<file path="src/rtl/adder_pkg.sv">
// Shared definitions for the sliced, pipelined add/subtract unit.
// Stage count, configuration check and the one-bit full-adder cell.
package adder_pkg;

  function automatic int stages(int width, int chunk);
    return width / chunk;
  endfunction

  function automatic bit cfg_ok(int width, int chunk);
    return (chunk > 0) && (width >= chunk) && (width % chunk == 0);
  endfunction

  // {carry, sum} of one full-adder cell
  function automatic logic [1:0] fa(
    input logic x,
    input logic y,
    input logic c
  );
    return {(x & y) | (c & (x ^ y)), x ^ y ^ c};
  endfunction

endpackage

</file>
<file path="src/rtl/pipelined_adder_if.sv">
// Operation/result handshake bundle of the pipelined adder.
// master drives operations and accepts results; slave is the unit.
interface pipelined_adder_if #(
    parameter int WIDTH = 16
);
    logic             in_valid;
    logic             in_ready;
    logic [WIDTH-1:0] a;
    logic [WIDTH-1:0] b;
    logic             cin;
    logic             sub;
    logic             out_valid;
    logic             out_ready;
    logic [WIDTH-1:0] sum;
    logic             cout;
    logic             ovf;

    modport master (
        output in_valid, a, b, cin, sub, out_ready,
        input  in_ready, out_valid, sum, cout, ovf
    );

    modport slave (
        input  in_valid, a, b, cin, sub, out_ready,
        output in_ready, out_valid, sum, cout, ovf
    );
endinterface

</file>
<file path="src/rtl/chunk_adder.sv">
// Combinational CHUNK-bit ripple adder made of full-adder cells.
// c_msb is the carry into the top bit, used for signed overflow.
module chunk_adder
    import adder_pkg::*;
#(
    parameter int CHUNK = 4
) (
    input  logic [CHUNK-1:0] x,
    input  logic [CHUNK-1:0] y,
    input  logic             ci,
    output logic [CHUNK-1:0] s,
    output logic             co,
    output logic             c_msb
);

    always_comb begin : p_rip
        logic       c;
        logic [1:0] r;
        c     = ci;
        r     = '0;
        s     = '0;
        c_msb = ci;
        for (int i = 0; i < CHUNK; i++) begin
            c_msb = c;
            r     = fa(x[i], y[i], c);
            s[i]  = r[0];
            c     = r[1];
        end
        co = c;
    end

endmodule

</file>
<file path="src/rtl/pipelined_adder.sv">
// Pipelined add/subtract: one CHUNK-bit slice per stage, registered carries,
// operand skew and sum deskew registers, whole-pipe stall on out_ready.
module pipelined_adder
    import adder_pkg::*;
#(
    parameter int WIDTH = 16,
    parameter int CHUNK = 4
) (
    input logic              clk,
    input logic              rst_n,
    pipelined_adder_if.slave io
);

    localparam int S = stages(WIDTH, CHUNK);

    if (!cfg_ok(WIDTH, CHUNK)) begin : g_cfg_err
        $error("pipelined_adder: WIDTH must be a multiple of CHUNK");
    end

    logic             adv;
    logic             c0;
    logic [WIDTH-1:0] beff;

    logic [WIDTH-1:0] ain [S];
    logic [WIDTH-1:0] bin [S];
    logic [WIDTH-1:0] sin [S];
    logic             vin [S];
    logic             sci [S];
    logic [CHUNK-1:0] ss  [S];
    logic             sco [S];
    logic             scm [S];

    logic [WIDTH-1:0] a_q [S];
    logic [WIDTH-1:0] b_q [S];
    logic [WIDTH-1:0] s_q [S];
    logic             v_q [S];
    logic             c_q [S];
    logic             ovf_q;

    assign adv         = io.out_ready;
    assign io.in_ready = adv;
    assign beff        = io.sub ? ~io.b : io.b;
    assign c0          = io.sub | io.cin;

    for (genvar k = 0; k < S; k++) begin : g_st
        if (k == 0) begin : g_in
            assign ain[k] = io.a;
            assign bin[k] = beff;
            assign sin[k] = '0;
            assign vin[k] = io.in_valid;
            assign sci[k] = c0;
        end else begin : g_in
            assign ain[k] = a_q[k-1];
            assign bin[k] = b_q[k-1];
            assign sin[k] = s_q[k-1];
            assign vin[k] = v_q[k-1];
            assign sci[k] = c_q[k-1];
        end

        chunk_adder #(
            .CHUNK(CHUNK)
        ) u_add (
            .x    (ain[k][k*CHUNK +: CHUNK]),
            .y    (bin[k][k*CHUNK +: CHUNK]),
            .ci   (sci[k]),
            .s    (ss[k]),
            .co   (sco[k]),
            .c_msb(scm[k])
        );
    end

    // Each stage keeps only the slices it owns: operands above, sums at/below.
    always_ff @(posedge clk or negedge rst_n) begin
        if (!rst_n) begin
            for (int k = 0; k < S; k++) begin
                v_q[k] <= 1'b0;
                c_q[k] <= 1'b0;
                a_q[k] <= '0;
                b_q[k] <= '0;
                s_q[k] <= '0;
            end
            ovf_q <= 1'b0;
        end else if (adv) begin
            for (int k = 0; k < S; k++) begin
                v_q[k] <= vin[k];
                if (vin[k]) begin
                    c_q[k] <= sco[k];
                    for (int j = 0; j < S; j++) begin
                        if (j > k) begin
                            a_q[k][j*CHUNK +: CHUNK] <= ain[k][j*CHUNK +: CHUNK];
                            b_q[k][j*CHUNK +: CHUNK] <= bin[k][j*CHUNK +: CHUNK];
                        end else if (j < k) begin
                            s_q[k][j*CHUNK +: CHUNK] <= sin[k][j*CHUNK +: CHUNK];
                        end else begin
                            s_q[k][j*CHUNK +: CHUNK] <= ss[k];
                        end
                    end
                end
            end
            if (vin[S-1]) ovf_q <= scm[S-1] ^ sco[S-1];
        end
    end

    // Top stage has no slices above it, so its operand registers stay idle.
    logic unused_skew;
    assign unused_skew = ^{a_q[S-1], b_q[S-1]};

    assign io.out_valid = v_q[S-1];
    assign io.sum       = s_q[S-1];
    assign io.cout      = c_q[S-1];
    assign io.ovf       = ovf_q;

endmodule

</file>
<file path="src/flat_wrapper.sv">
// flat-port wrapper written by rule: the top's interface ports become plain ports
module pipelined_adder_flat import adder_pkg::*;
#(
    parameter int WIDTH = 16,
    parameter int CHUNK = 4
)
  (clk, rst_n, io_in_valid, io_a, io_b, io_cin, io_sub, io_out_ready, io_in_ready, io_out_valid, io_sum, io_cout, io_ovf);
  pipelined_adder_if #(.WIDTH(WIDTH)) io_i ();
  input logic clk;
  input logic rst_n;
  input wire logic [$bits(io_i.in_valid)-1:0] io_in_valid;
  input wire logic [$bits(io_i.a)-1:0] io_a;
  input wire logic [$bits(io_i.b)-1:0] io_b;
  input wire logic [$bits(io_i.cin)-1:0] io_cin;
  input wire logic [$bits(io_i.sub)-1:0] io_sub;
  input wire logic [$bits(io_i.out_ready)-1:0] io_out_ready;
  output wire logic [$bits(io_i.in_ready)-1:0] io_in_ready;
  output wire logic [$bits(io_i.out_valid)-1:0] io_out_valid;
  output wire logic [$bits(io_i.sum)-1:0] io_sum;
  output wire logic [$bits(io_i.cout)-1:0] io_cout;
  output wire logic [$bits(io_i.ovf)-1:0] io_ovf;
  assign io_i.in_valid = io_in_valid;
  assign io_i.a = io_a;
  assign io_i.b = io_b;
  assign io_i.cin = io_cin;
  assign io_i.sub = io_sub;
  assign io_i.out_ready = io_out_ready;
  assign io_in_ready = io_i.in_ready;
  assign io_out_valid = io_i.out_valid;
  assign io_sum = io_i.sum;
  assign io_cout = io_i.cout;
  assign io_ovf = io_i.ovf;
  pipelined_adder #(.WIDTH(WIDTH), .CHUNK(CHUNK)) u_core (.clk(clk), .rst_n(rst_n), .io(io_i));
endmodule
</file>
<file path="config.mk">
export PLATFORM = sky130hd
export DESIGN_NAME = pipelined_adder_flat
export DESIGN_NICKNAME = d
export VERILOG_FILES = /design/src/rtl/adder_pkg.sv /design/src/rtl/pipelined_adder_if.sv /design/src/rtl/chunk_adder.sv /design/src/rtl/pipelined_adder.sv /design/src/flat_wrapper.sv
export SDC_FILE = /design/constraint.sdc
export NUM_CORES = 1
export LEC_CHECK = 0
export CORE_MARGIN = 5
export CORE_UTILIZATION = 40
export DETAILED_ROUTE_END_ITERATION = 10
export PLACE_DENSITY = 0.6
export SYNTH_ARGS = -nofsm -noshare
export SYNTH_HDL_FRONTEND = slang
export SYNTH_SLANG_ARGS = --single-unit
</file>
<file path="constraint.sdc">
create_clock -name clk -period 2.4 [get_ports clk]
set_input_delay 0.36 -clock clk [delete_from_list [all_inputs] [get_ports clk]]
set_output_delay 0.36 -clock clk [all_outputs]
set_load 0.005 [all_outputs]
</file>
==> flow_metrics.tcl, run 1 <==
set metrics [dict create \
    final_cells 509 \
    cell_area_power_density_mw_per_mm2 1000 \
    period_share_pct 95.1 \
    die_w_um 114 \
    grt_overflow_total 0 \
    drt-vias-per-instance 4.57 \
    cpPeakStageDelay_ns 0.38 \
    vdd_drop_max_mv 0.437 \
    cts_tree "yes" \
    syn_area_sq_mm 0.00436 \
    standard_cell_with_the_maximum_stage_delay_on_the_critical_path "fa_1" \
    top_flip_flop_cell_by_instance_count_after_synthesis "dfrtp_1" \
    grt_first_pass_wirelength_mm 12.3 \
    setup_viol 0 \
    synth.ff_latch_count 97 \
    synth_fa_ha_area_share_pct 7.34 \
    cts-htree-levels 3 \
    tightestPinTransition_ns 0.474 \
    core.rowCount 38 \
    total_leakage_power_nw 2.32 \
    reg2reg_depth 9 \
    outcome "finished clean" \
    areaGrowthSynthToFinish_pct 19.4 \
    final_max_slew_viol_count 0 \
    detail-route-antenna-nets 0 \
    io_pins 58 \
    grt_setup_unrepaired "no" \
    setup.worst_path.class "in2reg" \
    cp.depth 10 \
    layout.area.seq_sq_mm 0.00243 \
    placed_cells 492 \
    grt.total_usage_pct 12.0 \
    leading_cell_types_by_total_area_after_synthesis "dfrtp_1, mux2_2, fa_1" \
    grt_antenna_before_repair 0 \
    synthCells 319 \
    post_route_cells_drive_above_1_share_pct 27.4 \
    clk-insertion-delay-late_ns 0.35 \
    clk_root_buffer_cell "clkbuf_8" \
    placeableCoreArea_sq_mm 0.0107 \
    hold_path_class "in2async" \
    synth.area.mux_share_pct 20.2 \
    synth_area_per_cell_sq_um 13.7 \
    ys_async_sr_fraction_pct 100 \
    initial_core_util_pct 40.6 \
    cp_data_arrival_time_ns 2.53 \
    die_area_sq_mm 0.0131 \
    path_max_fanout 4 \
    crit_path_end_kind "register" \
    yosysMostFrequentCell "dfrtp_1" \
    crit_path_frequent_cell "fa_2" \
    post_synth_simple_gate_area_pct 1.15 \
    num-fill-cells 990 \
    cts_buffers 9 \
    antenna_cells 0 \
    synth_compound_area_share_pct 3.56 \
    fin_crit_ns 2.28 \
    worstPathRequired_ns 2.65 \
    max-slew-margin-rel_pct 68.3 \
    clockBufferDepth 2 \
    start_kind "input pin" \
    netlist.top_cell.by_area "dfrtp_1" \
    buffer_ports.inserted 57 \
    synth_enable_flop_cells 0 \
    place.detailed.hpwl_mm 5.15 \
    yosysTopAreaCellShare_pct 55.6 \
    multiInputGateArea_sq_mm 0.00158 \
    detail_route.first_pass.iterations 4 \
    wl_per_cell_um 14.2 \
    combinational_family_with_the_most_area_after_synthesis "multiplexers" \
    report.final.hold_viol_count 0 \
    drt_drc_violations_left 0 \
    timing.clock.skew_ns 0.00813 \
    synth-xor-area-share_pct 3.41 \
    wirelength_mm 7.21 \
    dr_total_vias 2325 \
    fin_ws_ns 0.118 \
    dp_slack_ns -0.526 \
    timing.critical_path.buf_inv 4 \
    syn_nets 373 \
    drt_iter0_drc 67 \
    cts.sink_count 97 \
    maxCapViolations 0 \
    synth-warning-count 0 \
    critical_path.top_delay_family "adder cells" \
    die_height_um 114 \
    yosysUniqueCellTypes 19 \
    cp_cell_sequence "dlygate4sd2_1 -> buf_6 -> xor2_4 -> fa_2 -> inv_2 -> fa_2 -> fa_2 -> inv_2 -> fa_1 -> mux2_4" \
    max_clock_freq_ghz 0.438 \
    clk_pin_slew_ns 0.09 \
    grt_max_degree 72 \
    ys_seq_area_share_pct 55.6 \
    vias_in_the_first_global_route 2482 \
    yosys-top-cells-count "dfrtp_1, mux2_2, inv_1" \
    gp_congestion 0.749 \
    layout.nets 418 \
    worst_hold_slack_ns 0.444 \
]
[final timing paths]
check | to | slack, ns | start
hold reg to reg | u_core.a_q[28] | 0.50 | u_core.a_q[44]
hold / removal | u_core.a_q[53] | 0.44 | rst_n
setup / recovery | u_core.s_q[51] | 0.12 | io_sub
setup reg to reg | u_core.io.ovf | 0.16 | u_core.c_q[1]
max in group asynchronous | u_core.a_q[44] | 1.27 | rst_n
min in group clk | u_core.a_q[28] | 0.50 | u_core.a_q[44]
[stage by stage]
step / area, sq um / power (mW) / setup TNS (ns) / util, %
floorplan: 4400 / 3.62 / -0.101 / -
global placement: 4970 / 4.13 / -0.805 / 46.3
detailed placement: 4970 / 4.19 / -0.881 / 46.3
CTS: 5200 / 5.32 / 0 / 48.4
global route: 5210 / 5.63 / 0 / 48.5
finish: 5210 / 5.22 / 0 / 48.5
[worst reg2reg max path, stage by stage, from the launching register on]
cell	delay (ns)
dfrtp_1	0.41
fa_1	0.41
inv_1	0.08
fa_1	0.16
inv_1	0.05
fa_1	0.40
inv_1	0.09
fa_1	0.21
xnor2_1	0.08
mux2_2	0.25
[area by class of cell]
cell class | instances | share of cell area, %
inverter | 39 | 2.81
sequential | 97 | 46.6
clock buffer | 13 | 3.24
timing repair buffer | 66 | 12.7
clock inverter | 3 | 0.888
multi-input combinational | 151 | 30.4
tap | 140 | 3.36
[flip-flops by register name, indices dropped and copies added, names as in the netlist]
register             flops
u_core.io.sum           16
u_core.io.ovf            1
u_core.c_q               3
u_core.io.cout           1
u_core.a_q              24
u_core.io.out_valid      1
u_core.v_q               3
u_core.b_q              24
u_core.s_q              24
[timing repair]
item                       in CTS  in global routing
gates cloned                    0                  0
hold buffers                    1                  0
pin swaps                       5                  3
hold endpoints to repair       26                  0
gates resized for setup         5                  1
setup endpoints to repair       1                  1
buffers inserted                0                  0
[kinds of logic (layout without fill, tap and decap cells)]
kind of cell             count (synthesis)  in the layout
flip-flops                              97             97
multiplexers                            78             78
buffers and inverters                   71            121
AO/OA/AOI/OAI                           31             31
XOR/XNOR                                17             17
adder cells (fa/ha/maj)                 16             16
AND/OR/NAND/NOR                          9              9
[where the power goes]
part / total [mW] / leakage [nW] / internal [mW] / switching (mW)
clock network: 1.12 / 0.106 / 0.572 / 0.545
registers: 2.52 / 1.13 / 2.22 / 0.308
logic: 1.58 / 1.09 / 0.985 / 0.592
total: 5.22 / 2.32 / 3.77 / 1.45
[layer usage]
| metal | global-route usage [%] | share of wire [%] | up-vias |
|---|---|---|---|
| met3 | 3.17 | 4.5 | 10 |
| met2 | 17.9 | 45 | 50 |
| met5 | 0 | 0 | - |
| met1 | 16.6 | 49 | 1158 |
| li1 | - | - | 1107 |
| met4 | 5.23 | 2.2 | 0 |
[cells in the final DEF (no fill, tap or decap), drive strengths merged, types with 2 or more instances in the layout]
| master | synthesis | layout |
|---|---|---|
| mux2 | 67 | 67 |
| xor2 | 2 | 2 |
| nand2 | 4 | 4 |
| o21ai | 7 | 7 |
| clkdlybuf4s50 | 0 | 54 |
| mux2i | 11 | 11 |
| inv | 39 | 40 |
| dfrtp | 97 | 97 |
| clkbuf | 2 | 13 |
| a21oi | 24 | 24 |
| xnor2 | 15 | 15 |
| fa | 16 | 16 |
| nand3 | 3 | 3 |
| dlygate4sd2 | 0 | 2 |
| buf | 30 | 9 |
(Power assumes the default switching activity.)
==> run 2, diff against run 1 <==
- CELL_PAD_IN_SITES_DETAIL_PLACEMENT: unset -> 0
- CELL_PAD_IN_SITES_GLOBAL_PLACEMENT: unset -> 1
- PLACE_DENSITY: 0.6 -> 0.71
- RECOVER_POWER: unset -> 25
- TNS_END_PERCENT: unset -> 1
==> flow_metrics.tcl, run 2 (synthesized netlist as in run 1, its figures left out) <==
set metrics [dict create \
    hold_path_class "reg2reg" \
    io_pins 58 \
    start_kind "input pin" \
    total_power_mw 5.14 \
    place.detailed.hpwl_mm 5.09 \
    cp_data_arrival_time_ns 2.55 \
    dr_total_vias 2313 \
    placed_cell_area_sq_mm 0.00497 \
    die_w_um 114 \
    placeableCoreArea_sq_mm 0.0107 \
    outcome "finished clean" \
    gp_congestion 0.727 \
    grt_max_degree 69 \
    final_max_slew_viol_count 0 \
    layout_commonest_cell "dfrtp_1" \
    core.rowCount 38 \
    layout.nets 418 \
    setup.worst_path.class "in2reg" \
    num-fill-cells 1010 \
    die_area_sq_mm 0.0131 \
    drt_drc_violations_left 0 \
    detail_route.first_pass.iterations 2 \
    stdcell_area_sq_mm 0.00516 \
    cts-htree-levels 3 \
    cts_tree "yes" \
    antenna_cells 0 \
    fin_crit_ns 2.31 \
    worstPathRequired_ns 2.64 \
    final_core_util_pct 48.0 \
    initial_core_util_pct 40.6 \
    cts_buffers 9 \
    setup_tns_ns 0 \
    timing.clock.skew_ns 0.00995 \
    wl_per_cell_um 13.8 \
    drt-vias-per-instance 4.54 \
    die_height_um 114 \
    vdd_drop_max_mv 0.399 \
    detail-route-antenna-nets 0 \
    max_clock_freq_ghz 0.433 \
    clk_root_buffer_cell "clkbuf_8" \
    grt_antenna_before_repair 0 \
    period_share_pct 96.2 \
    grt_setup_unrepaired "no" \
    buffer_ports.inserted 57 \
    max-slew-margin-rel_pct 40.1 \
    most-common-layout-cells "dfrtp_1, mux2_2, clkdlybuf4s50_1" \
    clockBufferDepth 2 \
    report.final.hold_viol_count 0 \
    wirelength_mm 7.04 \
    grt_first_pass_wirelength_mm 12.3 \
    biggestRegsByFlops "u_core.a_q: 24 flops, u_core.b_q: 24 flops, u_core.s_q: 24 flops" \
    post_route_cells_drive_above_1_share_pct 27.1 \
    cell_area_power_density_mw_per_mm2 997 \
    grt.total_usage_pct 11.9 \
    tightestPinTransition_ns 0.899 \
    areaGrowthSynthToFinish_pct 18.3 \
    total_leakage_power_nw 2.31 \
    cts.sink_count 97 \
    clk-insertion-delay-late_ns 0.36 \
    clk_pin_slew_ns 0.09 \
    maxCapViolations 0 \
    worst_hold_slack_ns 0.509 \
    drt_iter0_drc 88 \
    grt_overflow_total 0 \
    path_max_fanout 5 \
    vias_in_the_first_global_route 2586 \
    setup_viol 0 \
    crit_path_end_kind "register" \
]
==> run 2: critical path, cell delays in order <==
cell	delay, ns
clkdlybuf4s15_1	0.31
xor2_2	0.25
fa_2	0.21
inv_1	0.04
fa_2	0.33
fa_2	0.34
inv_2	0.06
fa_1	0.40
mux2_4	0.26
==> run 2: cell type report <==
| type | count | area [sq um] | area share, % |
|---|---|---|---|
| Multi-Input combinational cell | 151 | 1570 | 30.4 |
| Clock buffer | 11 | 141 | 2.74 |
| Clock inverter | 5 | 53.8 | 1.04 |
| Sequential cell | 97 | 2430 | 47.0 |
| Inverter | 39 | 146 | 2.84 |
| Timing Repair Buffer | 66 | 647 | 12.5 |
| Tap cell | 140 | 175 | 3.39 |
==> run 2: stage by stage <==
step	cells	setup slack, ns
floorplan	319	-0.101
global placement	492	-0.561
detailed placement	492	-0.580
CTS	509	0.0728
global route	509	0.00149
finish	509	0.0924
==> run 2: power breakdown <==
| group | total [mW] | switching, mW | internal [mW] |
|---|---|---|---|
| clock | 1.05 | 0.538 | 0.509 |
| sequential | 2.52 | 0.309 | 2.22 |
| combinational | 1.57 | 0.591 | 0.982 |
| total | 5.14 | 1.44 | 3.71 |
==> run 2: final timing paths <==
check / start / end / slack, ns / cells past startpoint
hold / removal: u_core.s_q[49] / u_core.s_q[33] / 0.51 / 1
setup reg to reg: u_core.c_q[1] / u_core.io.ovf / 0.15 / 9
setup / recovery: io_sub / u_core.s_q[51] / 0.09 / 9
hold reg to reg: u_core.s_q[49] / u_core.s_q[33] / 0.51 / 1
max in group asynchronous: rst_n / u_core.v_q[3] / 0.39 / 3
min in group asynchronous: rst_n / u_core.io.sum[13] / 0.58 / 2
==> run 2: metal layers <==
metal / global-route usage (%) / vias to the layer above / share of wire [%]
li1: - / 1109 / -
met1: 16.0 / 1152 / 48
met2: 18.5 / 39 / 46
met3: 2.27 / 13 / 3.6
met4: 5.94 / 0 / 2.3
met5: 0 / - / 0
==> run 2: what timing repair did <==
item / in CTS / in global routing
resized for setup: 2 / 1
pin swaps: 1 / 0
setup endpoints to repair: 1 / 1
setup buffers: 0 / 0
hold buffers: 1 / 0
gates cloned: 0 / 0
endpoints found under the hold margin: 29 / 0
